File: config.mk
export PLATFORM = sky130hd
export DESIGN_NAME = if_id_pipe_reg
export DESIGN_NICKNAME = d
export VERILOG_FILES = /design/src/rtl/if_id_pipe_reg.sv
export SDC_FILE = /design/constraint.sdc
export NUM_CORES = 1
export LEC_CHECK = 0
export CAP_MARGIN = 20
export CORE_ASPECT_RATIO = 0.7
export CORE_MARGIN = 4
export CORE_UTILIZATION = 32
export CTS_CLUSTER_DIAMETER = 120
export DETAILED_ROUTE_END_ITERATION = 12
export HOLD_SLACK_MARGIN = 0.02
export PLACE_DENSITY_LB_ADDON = 0.08
export RECOVER_POWER = 25
export SLEW_MARGIN = 30
export SYNTH_ARGS = -nofsm -noshare
export SYNTH_HDL_FRONTEND = slang
export SYNTH_SLANG_ARGS = --single-unit
File: constraint.sdc
create_clock -name clk -period 2.8 [get_ports clk]
set_clock_uncertainty 0.15 [all_clocks]
set_input_delay 0.28 -clock clk [delete_from_list [all_inputs] [get_ports clk]]
set_output_delay 0.28 -clock clk [all_outputs]
set_load 0.01 [all_outputs]
File: src/rtl/if_id_pipe_reg.sv
// IF->ID pipeline register with valid/ready handshake, flush-to-NOP and an
// optional 2-entry skid buffer selected by the IF_ID_SKID_EN macro.
module if_id_pipe_reg #(
  parameter int                INST_W   = 32,
  parameter int                ADDR_W   = 32,
  parameter logic [INST_W-1:0] NOP_INST = 32'h00000013,
  parameter logic [ADDR_W-1:0] RST_ADDR = 32'h00000000
) (
  input  logic              clk,
  input  logic              rst,
  input  logic              flush,
  input  logic              in_valid,
  output logic              in_ready,
  input  logic [INST_W-1:0] in_inst,
  input  logic [ADDR_W-1:0] in_addr,
  output logic              out_valid,
  input  logic              out_ready,
  output logic [INST_W-1:0] out_inst,
  output logic [ADDR_W-1:0] out_addr,
  output logic [1:0]        occ
);

  // Handshake: a beat moves only when valid & ready are both high on a rising
  // edge; a producer holding valid keeps its payload stable until it moves.
  logic              vm;
  logic [INST_W-1:0] im;
  logic [ADDR_W-1:0] am;
  logic              acc;
  logic              fire;
  logic              m_free;

  assign acc       = in_valid & in_ready;
  assign fire      = vm & out_ready;
  assign m_free    = ~vm | fire;
  assign out_valid = vm;
  assign out_inst  = vm ? im : NOP_INST;
  assign out_addr  = am;

`ifdef IF_ID_SKID_EN
  logic              vs;
  logic [INST_W-1:0] is_q;
  logic [ADDR_W-1:0] as_q;
  logic              rdy_q;

  // Ready is a flop tracking !vs, so out_ready never reaches in_ready.
  assign in_ready = rdy_q;
  assign occ      = {1'b0, vm} + {1'b0, vs};

  always_ff @(posedge clk or negedge rst) begin
    if (!rst) begin
      vm    <= 1'b0;
      im    <= NOP_INST;
      am    <= RST_ADDR;
      vs    <= 1'b0;
      is_q  <= NOP_INST;
      as_q  <= RST_ADDR;
      rdy_q <= 1'b0;
    end else if (flush) begin
      vm    <= 1'b0;
      im    <= NOP_INST;
      am    <= RST_ADDR;
      vs    <= 1'b0;
      is_q  <= NOP_INST;
      as_q  <= RST_ADDR;
      rdy_q <= 1'b1;
    end else if (m_free) begin
      if (vs) begin
        // Older skid entry moves up first to keep FIFO order.
        vm    <= 1'b1;
        im    <= is_q;
        am    <= as_q;
        vs    <= acc;
        rdy_q <= ~acc;
        if (acc) begin
          is_q <= in_inst;
          as_q <= in_addr;
        end
      end else if (acc) begin
        vm    <= 1'b1;
        im    <= in_inst;
        am    <= in_addr;
        rdy_q <= 1'b1;
      end else begin
        vm    <= 1'b0;
        rdy_q <= 1'b1;
      end
    end else if (acc) begin
      vs    <= 1'b1;
      is_q  <= in_inst;
      as_q  <= in_addr;
      rdy_q <= 1'b0;
    end else begin
      rdy_q <= ~vs;
    end
  end
`else
  assign in_ready = ~vm | out_ready;
  assign occ      = {1'b0, vm};

  always_ff @(posedge clk or negedge rst) begin
    if (!rst) begin
      vm <= 1'b0;
      im <= NOP_INST;
      am <= RST_ADDR;
    end else if (flush) begin
      vm <= 1'b0;
      im <= NOP_INST;
      am <= RST_ADDR;
    end else if (m_free) begin
      vm <= acc;
      if (acc) begin
        im <= in_inst;
        am <= in_addr;
      end
    end
  end
`endif

endmodule

==> results_dict.tcl <==
set metrics [dict create \
    worst_pin_slew_ns 1.38 \
    fin_nets 520 \
    grt_pass1_vias 2944 \
    leakagePower_nw 2.13 \
    diodes 0 \
    cp.required_ns 2.37 \
    avgSynthCellArea_um2 10.1 \
    design.die.area_um2 12400 \
    intPower_mw 1.96 \
    arrival_ns 1.92 \
    drt_first_iter_violations 158 \
    p_per_area_nw_per_um2 505 \
    power_switching_share 0.235 \
    synthesis.area_um2 3410 \
    synth_commonest_cells "dfrtp_1, nand3_1, a21oi_1" \
    syn2layout_area_growth_pct 49.0 \
    cts_buffers 9 \
    critical-path-top-delay-family "buffers and inverters" \
    synth_compound_gate_area_share 0.275 \
    finalSetupViolCount 0 \
    fin_util 0.491 \
    place.detailed.hpwl_um 6070 \
    yosys.area_share.simple 0.159 \
    combPwrFrac 0.167 \
    num_vias 2888 \
    synth-edff-count 0 \
    crit_path_start "out_valid" \
    fin_crit_ns 2.35 \
    ant_nets 0 \
    core.rowCount 31 \
    yosysWarnings 0 \
    min_from "in_valid" \
    dp_slack_ns 0.865 \
    synth_area_leaders "dfrtp_1, a21bo_1, nand3_1" \
    fin_crit_sh 0.840 \
    min_path_type "in2reg" \
    maxCapViolations 0 \
    sequentialPowerShare 0.398 \
    synth-xor-area-share 0 \
    wl_per_cell_um 15.9 \
    grt_setup_unrepaired "false" \
    cts_sinks 65 \
    start_util 0.329 \
    status "finished clean" \
    critical_path.max_stage_delay_ns 0.64 \
    synth.area.mux_share 0.00881 \
    critPathBufInv 2 \
    dieWidth_um 131 \
    root_buffer "clkbuf_16" \
    p_clk_frac 0.436 \
    critical_path.cell_chain "buf_4 > nand2b_1 > clkdlybuf4s50_1" \
    synthMostInstantiatedCell "dfrtp_1" \
    hold_violations 0 \
    final_max_slew_viol_count 0 \
    synth_fp_nets 405 \
    grt.total_usage 0.154 \
    cts_resized 0 \
    power.switching_mw 0.602 \
    cts_max_path_buffers 2 \
    synth_top_family_by_area "compound AO/OA/AOI/OAI gates" \
    criticalPathCategory "reg2out" \
    grt_pass1_wl_um 15500 \
    vias_per_cell 4.92 \
    synth_seq_cells 65 \
    drt-total-wl_um 9350 \
    worstPathMaxFanout 21 \
    synth_cells 336 \
    start_kind "register" \
    ios 137 \
    yosysTopAreaCell "dfrtp_1" \
    gp_congestion 0.695 \
    drive_above_1_share 0.0813 \
    ys_seq_area_frac 0.478 \
    whs_ns 0.342 \
    synthAdderAreaFrac 0 \
    grt.overflow.total 0 \
    post_synth_num_cell_types 20 \
    fp.coreArea_um2 10400 \
    relSlewSlack 0.0817 \
    p_total_mw 2.56 \
    yosys_most_used_dff "dfrtp_1" \
    r2r_start "out_valid" \
    antenna_found_initial 0 \
    drtPass1Iterations 4 \
    finalWorstSetupSlack_ns 0.449 \
    grt_max_degree 67 \
    drc 0 \
    worstSkewPairLatency_ns 0.32 \
    tns_ns 0 \
    cts_tree "done" \
    path_clk_slew_ns 0.06 \
    h-tree-depth 3 \
    portBuffers 135 \
    endpoint_kind "output pin" \
    crit_slowest_cell "clkdlybuf4s50_1" \
    max-vdd-ir-drop_mv 0.264 \
    max_freq_ghz 0.425 \
    synth_top_area_frac 0.455 \
    async_reset_ff_frac 1.00 \
    die_h_um 94.3 \
]
[repair_timing]
item	in CTS	in global routing
hold buffers	1	0
setup buffers	0	0
hold endpoints to repair	23	0
[sequential cells by signal, summed over array words and instances (netlist names)]
| name | count |
|---|---|
| out_valid | 1 |
| out_addr | 32 |
| im | 32 |
[cells in the final DEF, fill, tap and decap left out, types with 2 or more instances in the layout]
cell             netlist  routed
clkbuf_16              0       9
mux2i_1                3       3
a21oi_1               58      58
a21bo_1               57      57
buf_4                  8       7
dfstp_2                3       3
and2_1                30      30
nand2b_1               3       3
dfrtp_1               62      62
clkinv_2               0       2
a21bo_2                4       4
a21oi_2                4       4
buf_12                 0       4
clkbuf_8               0       2
clkdlybuf4s50_1        0     132
nand3_1               61      61
clkbuf_1              13       2
nor2_1                 6       6
[stage by stage]
stage,instances,area (µm²)
after floorplan,336,3410
after global placement,571,4780
after detailed placement,571,4780
after CTS,587,5090
after global routing,587,5080
final,587,5080
[path summary, 6_finish.rpt]
kind	to	slack [ns]	cells past startpoint
hold / removal	out_valid	0.34	3
hold reg to reg	im[4]	0.36	2
setup reg to reg	im[2]	0.94	5
min in group asynchronous	out_addr[22]	0.65	2
max in group asynchronous	im[4]	0.91	3
setup / recovery	in_ready	0.45	3
[cell families (layout without fill, tap and decap cells)]
logic type / after synthesis / count (layout)
compound gates: 123 / 123
buf+inv: 43 / 162
flops: 65 / 65
mux: 3 / 3
other cells: 1 / 1
simple gates: 101 / 101
[area by class of cell]
cell class	count	area (µm²)
clock buffers	12	256
clock inverters	3	40.0
fillers	996	5280
inverters	1	3.75
multi-input cells	228	1510
flip-flops and latches	65	1630
well taps	132	165
repair buffers	146	1470
[per-layer routing]
| metal | up-vias | wire length (µm) | part of all wire | global-route usage |
|---|---|---|---|---|
| li1 | 1389 | - | - | - |
| met2 | 87 | 4200 | 0.45 | 0.225 |
| met1 | 1404 | 4380 | 0.47 | 0.210 |
| met3 | 8 | 658 | 0.070 | 0.0628 |
| met5 | - | 0 | 0 | 0 |
| met4 | 0 | 107 | 0.011 | 0.0472 |
[power by group through the flow]
| stage | Combinational (mW) | Clock [mW] | Sequential (mW) |
|---|---|---|---|
| final | 0.427 | 1.12 | 1.02 |
| after global routing | 0.470 | 1.20 | 1.03 |
| after CTS | 0.436 | 1.16 | 1.02 |
| after detailed placement | 0.433 | 0 | 1.03 |
| after global placement | 0.431 | 0 | 1.03 |
| after floorplan | 0.194 | 0 | 1.04 |
[tightest hold or removal path: stages]
cell     delay [ns]
buf_4          0.28
inv_1          0.11
a21oi_1        0.06
Power figures use the tool's default switching activity.
